--- config.mk ---
export PLATFORM = sky130hd
export DESIGN_NAME = booth_dot_accumulator_flat
export DESIGN_NICKNAME = d
export VERILOG_FILES = /design/src/rtl/booth_pkg.sv /design/src/rtl/booth_dot_accumulator_if.sv /design/src/rtl/sat_clamp.sv /design/src/rtl/booth_dot_accumulator.sv /design/src/flat_wrapper.sv
export SDC_FILE = /design/constraint.sdc
export NUM_CORES = 1
export LEC_CHECK = 0
export ABC_AREA = 1
export CAP_MARGIN = 20
export CORE_ASPECT_RATIO = 1.2
export CORE_MARGIN = 3
export CORE_UTILIZATION = 57
export DETAILED_ROUTE_END_ITERATION = 16
export PLACE_DENSITY = 0.8
export SYNTH_ARGS = -nofsm -noshare
export SYNTH_HDL_FRONTEND = slang
export SYNTH_HIERARCHICAL = 1
export SYNTH_SLANG_ARGS = --single-unit
--- constraint.sdc ---
create_clock -name clk -period 4.7 [get_ports clk]
set_clock_uncertainty 0.15 [all_clocks]
set_input_delay 0.94 -clock clk [delete_from_list [all_inputs] [get_ports clk]]
set_output_delay 0.94 -clock clk [all_outputs]
set_load 0.02 [all_outputs]
--- src/rtl/booth_pkg.sv ---
// Shared widths, FSM state encoding and accumulator/output arithmetic helpers for
// the Booth multiplier back-end stages.
package booth_pkg;

  localparam int PROD_W = 32;
  localparam int ACC_W  = 40;
  localparam int OUT_W  = 32;
  localparam int CNT_W  = 8;

  typedef enum logic [1:0] {
    IDLE  = 2'd0,
    ACCUM = 2'd1,
    DONE  = 2'd2
  } state_e;

  typedef struct packed {
    logic [ACC_W-1:0] sum;
    logic             ovf;
  } sat_add_t;

  // OUT_W signed limits, sign-extended to ACC_W for range comparison
  localparam logic [ACC_W-1:0] OUT_MAX_EXT = {{(ACC_W-OUT_W+1){1'b0}}, {(OUT_W-1){1'b1}}};
  localparam logic [ACC_W-1:0] OUT_MIN_EXT = {{(ACC_W-OUT_W+1){1'b1}}, {(OUT_W-1){1'b0}}};

  function automatic logic [ACC_W-1:0] sext(input logic [PROD_W-1:0] p);
    return {{(ACC_W-PROD_W){p[PROD_W-1]}}, p};
  endfunction

  function automatic sat_add_t sat_add(input logic [ACC_W-1:0] a, input logic [ACC_W-1:0] b);
    sat_add_t         r;
    logic [ACC_W-1:0] s;
    s = a + b;
    if ((a[ACC_W-1] == b[ACC_W-1]) && (s[ACC_W-1] != a[ACC_W-1])) begin
      r.ovf = 1'b1;
      r.sum = a[ACC_W-1] ? {1'b1, {(ACC_W-1){1'b0}}} : {1'b0, {(ACC_W-1){1'b1}}};
    end else begin
      r.ovf = 1'b0;
      r.sum = s;
    end
    return r;
  endfunction

  function automatic logic fits_out(input logic [ACC_W-1:0] a);
    return ($signed(a) <= $signed(OUT_MAX_EXT)) && ($signed(a) >= $signed(OUT_MIN_EXT));
  endfunction

  function automatic logic [OUT_W-1:0] clamp(input logic [ACC_W-1:0] a);
    logic [OUT_W-1:0] r;
    if (fits_out(a)) begin
      r = a[OUT_W-1:0];
    end else if (a[ACC_W-1]) begin
      r = {1'b1, {(OUT_W-1){1'b0}}};
    end else begin
      r = {1'b0, {(OUT_W-1){1'b1}}};
    end
    return r;
  endfunction

endpackage

--- src/rtl/booth_dot_accumulator_if.sv ---
// Product-in / frame-result-out stream bundle for booth_dot_accumulator.
interface booth_dot_accumulator_if;
  import booth_pkg::*;

  logic              in_valid;
  logic              in_ready;
  logic [PROD_W-1:0] in_product;
  logic              in_last;
  logic              cfg_saturate;
  logic              out_valid;
  logic              out_ready;
  logic [OUT_W-1:0]  out_sum;
  logic              out_overflow;
  logic [CNT_W-1:0]  out_count;
  logic              busy;

  modport master (
    output in_valid, in_product, in_last, cfg_saturate, out_ready,
    input  in_ready, out_valid, out_sum, out_overflow, out_count, busy
  );

  modport slave (
    input  in_valid, in_product, in_last, cfg_saturate, out_ready,
    output in_ready, out_valid, out_sum, out_overflow, out_count, busy
  );

endinterface

--- src/rtl/sat_clamp.sv ---
// Maps a wide signed accumulator to OUT_W bits by clamping or truncation and
// flags values outside the OUT_W signed range.
import booth_pkg::*;

module sat_clamp (
  input  logic [ACC_W-1:0] acc_i,
  input  logic             saturate_i,
  output logic [OUT_W-1:0] sum_o,
  output logic             oor_o
);

  // select clamped or truncated view; range flag is independent of the mode
  always_comb begin
    sum_o = acc_i[OUT_W-1:0];
    oor_o = ~fits_out(acc_i);
    if (saturate_i) begin
      sum_o = clamp(acc_i);
    end else begin
      sum_o = acc_i[OUT_W-1:0];
    end
  end

endmodule

--- src/rtl/booth_dot_accumulator.sv ---
// Accumulates a frame of signed Booth products into a guarded-width sum and
// presents the frame total, beat count and overflow on a valid/ready port.
import booth_pkg::*;

module booth_dot_accumulator (
  input  logic                    clk,
  input  logic                    rst,
  booth_dot_accumulator_if.slave  bus
);

  localparam logic [CNT_W-1:0] CNT_ONE = {{(CNT_W-1){1'b0}}, 1'b1};
  localparam logic [CNT_W-1:0] CNT_MAX = {CNT_W{1'b1}};

  state_e           state_q, state_d;
  logic [ACC_W-1:0] acc_q, acc_d;
  logic [CNT_W-1:0] cnt_q, cnt_d;
  logic             acc_ovf_q, acc_ovf_d;

  logic             in_ready_q;
  logic             busy_q;
  logic             out_valid_q;
  logic [OUT_W-1:0] out_sum_q;
  logic             out_overflow_q;
  logic [CNT_W-1:0] out_count_q;

  logic             beat_fire;
  logic             res_fire;
  logic             load_res;
  sat_add_t         add_res;
  logic [OUT_W-1:0] clamp_sum;
  logic             clamp_oor;

  assign beat_fire = bus.in_valid & in_ready_q;
  assign res_fire  = out_valid_q & bus.out_ready;
  assign add_res   = sat_add(acc_q, sext(bus.in_product));
  assign load_res  = (state_d == DONE) && (state_q != DONE);

  // next-state, accumulator and beat counter
  always_comb begin
    state_d   = state_q;
    acc_d     = acc_q;
    cnt_d     = cnt_q;
    acc_ovf_d = acc_ovf_q;
    case (state_q)
      IDLE: begin
        if (beat_fire) begin
          acc_d     = sext(bus.in_product);
          cnt_d     = CNT_ONE;
          acc_ovf_d = 1'b0;
          state_d   = bus.in_last ? DONE : ACCUM;
        end else begin
          state_d = IDLE;
        end
      end
      ACCUM: begin
        if (beat_fire) begin
          acc_d     = add_res.sum;
          acc_ovf_d = acc_ovf_q | add_res.ovf;
          cnt_d     = (cnt_q == CNT_MAX) ? cnt_q : cnt_q + CNT_ONE;
          state_d   = bus.in_last ? DONE : ACCUM;
        end else begin
          state_d = ACCUM;
        end
      end
      DONE: begin
        if (res_fire) begin
          state_d   = IDLE;
          acc_d     = {ACC_W{1'b0}};
          cnt_d     = {CNT_W{1'b0}};
          acc_ovf_d = 1'b0;
        end else begin
          state_d = DONE;
        end
      end
      default: begin
        state_d   = IDLE;
        acc_d     = {ACC_W{1'b0}};
        cnt_d     = {CNT_W{1'b0}};
        acc_ovf_d = 1'b0;
      end
    endcase
  end

  // the result is mapped from the value the accumulator takes on the DONE entry edge
  sat_clamp u_sat_clamp (
    .acc_i      (acc_d),
    .saturate_i (bus.cfg_saturate),
    .sum_o      (clamp_sum),
    .oor_o      (clamp_oor)
  );

  // FSM and datapath state
  always_ff @(posedge clk or posedge rst) begin
    if (rst) begin
      state_q   <= IDLE;
      acc_q     <= {ACC_W{1'b0}};
      cnt_q     <= {CNT_W{1'b0}};
      acc_ovf_q <= 1'b0;
    end else begin
      state_q   <= state_d;
      acc_q     <= acc_d;
      cnt_q     <= cnt_d;
      acc_ovf_q <= acc_ovf_d;
    end
  end

  // registered handshake and result outputs; ready derives from next state, not out_ready
  always_ff @(posedge clk or posedge rst) begin
    if (rst) begin
      in_ready_q     <= 1'b0;
      busy_q         <= 1'b0;
      out_valid_q    <= 1'b0;
      out_sum_q      <= {OUT_W{1'b0}};
      out_overflow_q <= 1'b0;
      out_count_q    <= {CNT_W{1'b0}};
    end else begin
      in_ready_q <= (state_d != DONE);
      busy_q     <= (state_d != IDLE);
      if (load_res) begin
        out_valid_q    <= 1'b1;
        out_sum_q      <= clamp_sum;
        out_overflow_q <= acc_ovf_d | clamp_oor;
        out_count_q    <= cnt_d;
      end else if (res_fire) begin
        out_valid_q <= 1'b0;
      end else begin
        out_valid_q <= out_valid_q;
      end
    end
  end

  assign bus.in_ready     = in_ready_q;
  assign bus.busy         = busy_q;
  assign bus.out_valid    = out_valid_q;
  assign bus.out_sum      = out_sum_q;
  assign bus.out_overflow = out_overflow_q;
  assign bus.out_count    = out_count_q;

endmodule

--- src/flat_wrapper.sv ---
// flat-port wrapper written by rule: the top's interface ports become plain ports
module booth_dot_accumulator_flat 
  (clk, rst, bus_in_valid, bus_in_product, bus_in_last, bus_cfg_saturate, bus_out_ready, bus_in_ready, bus_out_valid, bus_out_sum, bus_out_overflow, bus_out_count, bus_busy);
  booth_dot_accumulator_if bus_i ();
  input  logic clk;
  input  logic rst;
  input wire logic [$bits(bus_i.in_valid)-1:0] bus_in_valid;
  input wire logic [$bits(bus_i.in_product)-1:0] bus_in_product;
  input wire logic [$bits(bus_i.in_last)-1:0] bus_in_last;
  input wire logic [$bits(bus_i.cfg_saturate)-1:0] bus_cfg_saturate;
  input wire logic [$bits(bus_i.out_ready)-1:0] bus_out_ready;
  output wire logic [$bits(bus_i.in_ready)-1:0] bus_in_ready;
  output wire logic [$bits(bus_i.out_valid)-1:0] bus_out_valid;
  output wire logic [$bits(bus_i.out_sum)-1:0] bus_out_sum;
  output wire logic [$bits(bus_i.out_overflow)-1:0] bus_out_overflow;
  output wire logic [$bits(bus_i.out_count)-1:0] bus_out_count;
  output wire logic [$bits(bus_i.busy)-1:0] bus_busy;
  assign bus_i.in_valid = bus_in_valid;
  assign bus_i.in_product = bus_in_product;
  assign bus_i.in_last = bus_in_last;
  assign bus_i.cfg_saturate = bus_cfg_saturate;
  assign bus_i.out_ready = bus_out_ready;
  assign bus_in_ready = bus_i.in_ready;
  assign bus_out_valid = bus_i.out_valid;
  assign bus_out_sum = bus_i.out_sum;
  assign bus_out_overflow = bus_i.out_overflow;
  assign bus_out_count = bus_i.out_count;
  assign bus_busy = bus_i.busy;
  booth_dot_accumulator u_core (.clk(clk), .rst(rst), .bus(bus_i));
endmodule
==> flow_summary.ini, run 1 <==
[run_status]
outcome = finished, final reports clean

[critical_path]
crit_start = bus_in_product[0]
crit_fanout = 23
r2r-start = u_core/acc_q[18]
path_delay_family = simple AND/OR/NAND/NOR gates
path_buf_inv = 4
critPathLaunchType = primary input
cp_slowest_stage_delay_ns = 0.51
crit_path_frequent_cell = nand2_1
cp_slowest_cell = clkdlybuf4s50_1
worstSetupPathType = primary input to flip-flop
cp_data_required_time_ns = 4.83
crit_arrival_ns = 4.52
end_kind = flip-flop

[floorplan]
fp.dieArea_um2 = 15800
core_um2 = 13900
io_pins = 82
rows = 47
fp.dieW_um = 115
start_util_pct = 58.7
die_y_um = 137

[timing]
fin_crit_ns = 4.39
final_hold_viol_count = 0
final_max_slew_viol_count = 0
tightest_slew_ns = 0.689
fmax_ghz = 0.228
hold-worst-slack_ns = 0.323
finalCritPeriodShare_pct = 93.3
rsz0062_at_grt = false
setup_viol_count_final = 0
slew_headroom_pct = 54.1

[yosys]
synth.distinct_cells = 46
synth_cells = 1287
synth_fp_nets = 1366
synth-seq-cells = 95
yosys_warnings = 6
syn_area_um2 = 8180
syn_area_per_cell_um2 = 6.36
yosysSeqAreaShare_pct = 29.1

[cts]
clk_latency_ns = 0.35
htree_num_levels = 3
clock_path_buffers = 2
postCtsSetupBuffers = 0
cts_sinks = 95
clk_pin_slew_ns = 0.08
numCtsBuffers = 9
cts_root_buf = clkbuf_16
cts_tree = yes

[layout]
fin_cells = 1550
nFillCells = 1317
area_growth_pct = 16.3
nets = 1453
diodes = 0
regArea_um2 = 2380
multiInputGateArea_um2 = 5010
drive_gt1_share_pct = 9.21
fin_area_um2 = 9510
fin_util_pct = 68.2

[detailed_routing]
drt-initial-drc-count = 664
ant_nets = 0
vias = 8567
dr.pass1.iters = 6
wl_per_cell_um = 16.1
drc = 0
wirelength_mm = 25.0
avgViaCountPerCell = 5.53

[min_path]
worstHoldStart = u_core/bus.out_sum[6]
hp-class = flip-flop to flip-flop

[global_routing]
grt-ovfl-total = 0
antenna_found_initial = 0
grt_use_total_pct = 32.4
grt_pass1_wl_mm = 40.9
grt_max_degree = 56
grt_pass1_vias = 8070

[placement]
hpwl_mm = 19.3
numPortBuffers = 81
place_congestion = 1.05
dp_cells = 1534
place_area_um2 = 9210

[run]
cap_violations = 0

[power]
finalPower_w = 0.00662
power_density_nw_per_um2 = 696
leakage_nw = 5.12
ir_drop_v = 0.000343
## registers in the layout, indices dropped and copies added (netlist names), 2 cells and up
name,flops
u_core/cnt_q,8
u_core/bus.out_sum,32
u_core/bus.out_count,8
u_core/state_q,2
u_core/acc_q,40
## metal layers
layer	wire, um	vias to the layer above	GRT usage [%]
li1	-	4255	-
met1	11600	3963	47.7
met2	11500	318	51.5
met3	1560	31	3.43
met4	385	0	6.85
met5	0	-	0
## area by class of cell
cell class / count / share of cell area (%)
Timing Repair Buffer: 113 / 11.3
Multi-Input combinational cell: 1012 / 52.7
Clock buffer: 9 / 2.37
Tap cell: 171 / 2.25
Sequential cell: 95 / 25.0
Inverter: 143 / 5.68
Clock inverter: 7 / 0.671
## path summary, 6_finish.rpt
check                                         endpoint  slack, ns  cells after the start
worst max-delay path            u_core/bus.out_sum[22]       0.31                     30
worst min-delay path             u_core/bus.out_sum[6]       0.32                      2
worst max register to register  u_core/bus.out_sum[22]       1.02                     25
worst min register to register   u_core/bus.out_sum[6]       0.32                      2
max in group asynchronous             u_core/acc_q[28]       2.72                      3
min in group asynchronous        u_core/bus.out_sum[6]       0.90                      2
## where the power goes
group / switching, W / internal [W]
registers: 0.000236 / 0.00113
clock network: 0.000344 / 0.000372
logic: 0.00291 / 0.00162
total: 0.00349 / 0.00312
## worst register-to-register path, delay by kind of cell (launching register included)
kind,cells,cell delay [ns]
AO/OA/AOI/OAI,3,0.55
adder cells (fa/ha/maj),1,0.36
buffers and inverters,1,0.18
flip-flops,1,0.40
AND/OR/NAND/NOR,20,1.99
## cells in the mapped netlist, drive strengths merged
master    n  share of area, %
a31oi     2              0.15
clkbuf   15              0.69
o22ai     9              0.69
o21a      2              0.18
a21o      4              0.37
nor2    102               5.1
dfrtp    95                29
or2       2              0.15
o21ai    63               3.9
xor2      5              0.54
o21bai    7              0.78
nand3    66               4.7
nand2   585                28
xnor2    16               1.7
ha       40               6.1
nand4     8              0.61
a22oi    31               2.8
a21oi    55               3.5
nor3      6              0.37
o211ai    2              0.18
buf      22               2.6
clkinv    2              0.11
a21boi    1             0.092
inv     141               6.5
fa        1              0.24
nand3b    4              0.52
nor4      1             0.077
## per-stage QoR
step | worst slack, ns | setup TNS, ns
2_1_floorplan | 1.03 | 0
3_3_place_gp | -0.0767 | -2.01
3_5_place_dp | -0.0807 | -1.62
4_1_cts | 0.270 | 0
5_1_grt | 0.00123 | 0
6_report | 0.314 | 0
## kinds of logic (layout without fill, tap and decap cells)
| logic type | Yosys count | count (layout) | share of synthesized area [%] |
|---|---|---|---|
| compound gates | 176 | 176 | 12.7 |
| fa+ha+maj | 41 | 41 | 6.36 |
| simple gates | 774 | 774 | 39.8 |
| buf+inv | 180 | 272 | 9.87 |
| xor+xnor | 21 | 21 | 2.25 |
| flops | 95 | 95 | 29.1 |
## what timing repair did
action | CTS | global route
hold buffers | 0 | 0
gates resized for setup | 0 | 3
endpoints found under the setup margin | 0 | 31
## cells in the final DEF (no fill, tap or decap), drive strengths merged, types with 32 or more instances in the layout
cell / instances
ha: 40
buf: 32
nor2: 102
o21ai: 63
dfrtp: 95
nand2: 585
nand3: 66
a21oi: 55
inv: 145
clkdlybuf4s50: 81
No activity file was read; power rests on OpenSTA's default activity.
==> run 2, diff against run 1 <==
--- a/config.mk
+++ b/config.mk
@@ -12,6 +12,7 @@
 export CORE_UTILIZATION = 57
 export DETAILED_ROUTE_END_ITERATION = 16
 export PLACE_DENSITY = 0.8
+export REMOVE_ABC_BUFFERS = 1
 export SYNTH_ARGS = -nofsm -noshare
 export SYNTH_HDL_FRONTEND = slang
 export SYNTH_HIERARCHICAL = 1
==> run 2 against run 1 <==
Net effect: wire length is 3.1% higher; sequential power hardly changed; register-to-register slack better by 0.06 ns; setup slack better by 0.050 ns; hold slack better by 0.0017 ns.
==> flow_summary.ini, run 2 (synthesis results as in run 1) <==
[critical_path]
worstSetupPathType = primary input to flip-flop
cp_slowest_cell = clkdlybuf4s50_1
r2r-start = u_core/acc_q[0]
crit_start = bus_in_product[0]
path_buf_inv = 4
worst-r2r-setup-slack_ns = 1.08
reg2reg_to = u_core/bus.out_sum[17]
crit_arrival_ns = 4.49
cp_data_required_time_ns = 4.85
worstRegToRegCells = 29
end_kind = flip-flop
cp_slowest_stage_delay_ns = 0.53
path_delay_family = simple AND/OR/NAND/NOR gates
critPathLaunchType = primary input
crit_fanout = 19
crit_path_frequent_cell = nand2_1

[cts]
numCtsBuffers = 9
cts_root_buf = clkbuf_16
clk_pin_slew_ns = 0.07
cts_sinks = 95
clk_latency_ns = 0.36
cts_tree = yes
htree_num_levels = 3
postCtsSetupBuffers = 0
clock_path_buffers = 2
holdBufCountCts = 0

[timing]
final_hold_viol_count = 0
fin_crit_ns = 4.34
fmax_ghz = 0.231
final_max_slew_viol_count = 0
setup_viol_count_final = 0
rsz0062_at_grt = false
slew_headroom_pct = 49.1
finalCritPeriodShare_pct = 92.2
tightest_slew_ns = 0.763

[global_routing]
grt_pass1_vias = 8237
antenna_found_initial = 0
grt_pass1_wl_mm = 41.2
grt_max_degree = 65
grt_use_total_pct = 33.1
grt-ovfl-total = 0

[detailed_routing]
avgViaCountPerCell = 5.51
wirelength_mm = 25.8
vias = 8576
drt-initial-drc-count = 644
wl_per_cell_um = 16.6
ant_nets = 0
dr.pass1.iters = 5
drc = 0

[run_status]
outcome = finished, final reports clean

[placement]
dp_cells = 1540
numPortBuffers = 81
hpwl_mm = 20.1
place_congestion = 0.994

[power]
swShare_pct = 52.0
ir_drop_v = 0.000369
pwr-share-comb_pct = 67.9
seqPwrFrac_pct = 20.5
pwr-share-clk_pct = 11.6
p_sw_w = 0.00350
finalPower_w = 0.00673
internal_power_w = 0.00323
power_density_nw_per_um2 = 697
leakage_nw = 5.17

[min_path]
worstHoldStart = u_core/bus.out_sum[15]
hold_path_depth = 2
hp-class = flip-flop to flip-flop
hold_path_end = u_core/bus.out_sum[15]

[floorplan]
start_util_pct = 58.7
die_y_um = 137
fp.dieArea_um2 = 15800
io_pins = 82
rows = 47
fp.dieW_um = 115
core_um2 = 13900

[layout]
diodes = 0
area_growth_pct = 18.0
drive_gt1_share_pct = 10.0
top_register = u_core/acc_q
nets = 1459
largest_register_ffs = 40
fin_cells = 1556
layout_commonest_cell = nand2_1
layout_common_cells = 552 x nand2_1, 127 x inv_1, 95 x dfrtp_1

[run]
cap_violations = 0
==> run 2: metrics by stage <==
stage	setup WS, ns	hold slack (ns)	util [%]	area (um2)	setup TNS (ns)
after global routing	0.0125	0.349	69.2	9650	0
final	0.365	0.324	69.2	9650	0
after detailed placement	-0.192	0.308	66.6	9290	-4.81
after floorplan	-0.530	0.323	-	7910	-16.29
after global placement	-0.140	0.303	66.6	9290	-3.94
after CTS	0.174	0.327	68.9	9600	0
==> run 2: area by class of cell <==
| type | count | area (um2) |
|---|---|---|
| clock buffer | 9 | 225 |
| clock inverter | 7 | 91.3 |
| fill | 1230 | 4290 |
| inverter | 143 | 541 |
| multi-input combinational | 1012 | 5050 |
| sequential | 95 | 2380 |
| tap | 171 | 214 |
| timing repair buffer | 119 | 1150 |
==> run 2: what timing repair did <==
action                                  4_1_cts  5_1_grt
endpoints found under the setup margin        0       31
gates resized for setup                       0       11
endpoints found under the hold margin         0        0
==> run 2: power groups by stage <==
| stage | registers, W | logic [W] | clock network [W] |
|---|---|---|---|
| after global placement | 0.00136 | 0.00439 | 0 |
| after global routing | 0.00140 | 0.00507 | 0.000822 |
| final | 0.00138 | 0.00457 | 0.000782 |
| after floorplan | 0.00149 | 0.00285 | 0 |
| after CTS | 0.00137 | 0.00452 | 0.000794 |
| after detailed placement | 0.00138 | 0.00448 | 0 |
==> run 2: worst max-delay path by stage <==
stage | slack (ns) | cells after the start | to
after detailed placement | -0.19 | 30 | u_core/bus.out_sum[17]
after CTS | 0.17 | 30 | u_core/bus.out_sum[17]
after global routing | 0.01 | 30 | u_core/bus.out_sum[17]
final | 0.36 | 30 | u_core/bus.out_sum[17]
after floorplan | -0.53 | 7 | u_core/bus.out_overflow
after global placement | -0.14 | 29 | u_core/bus.out_sum[30]
==> run 2: worst reg2reg max path: cells and delay by family (launching register included) <==
kind / cells / cell delay [ns]
and+or+nand+nor: 24 / 2.11
adders and majority gates: 2 / 0.59
DFF: 1 / 0.40
buffers and inverters: 3 / 0.30
==> run 2: metal layers <==
| layer | vias to the layer above | GRT usage (%) | share of wire, % |
|---|---|---|---|
| met5 | - | 0 | 0 |
| met3 | 37 | 3.65 | 6.1 |
| met1 | 3964 | 43.7 | 43 |
| li1 | 4259 | - | - |
| met2 | 316 | 56.6 | 48 |
| met4 | 0 | 11.0 | 2.4 |
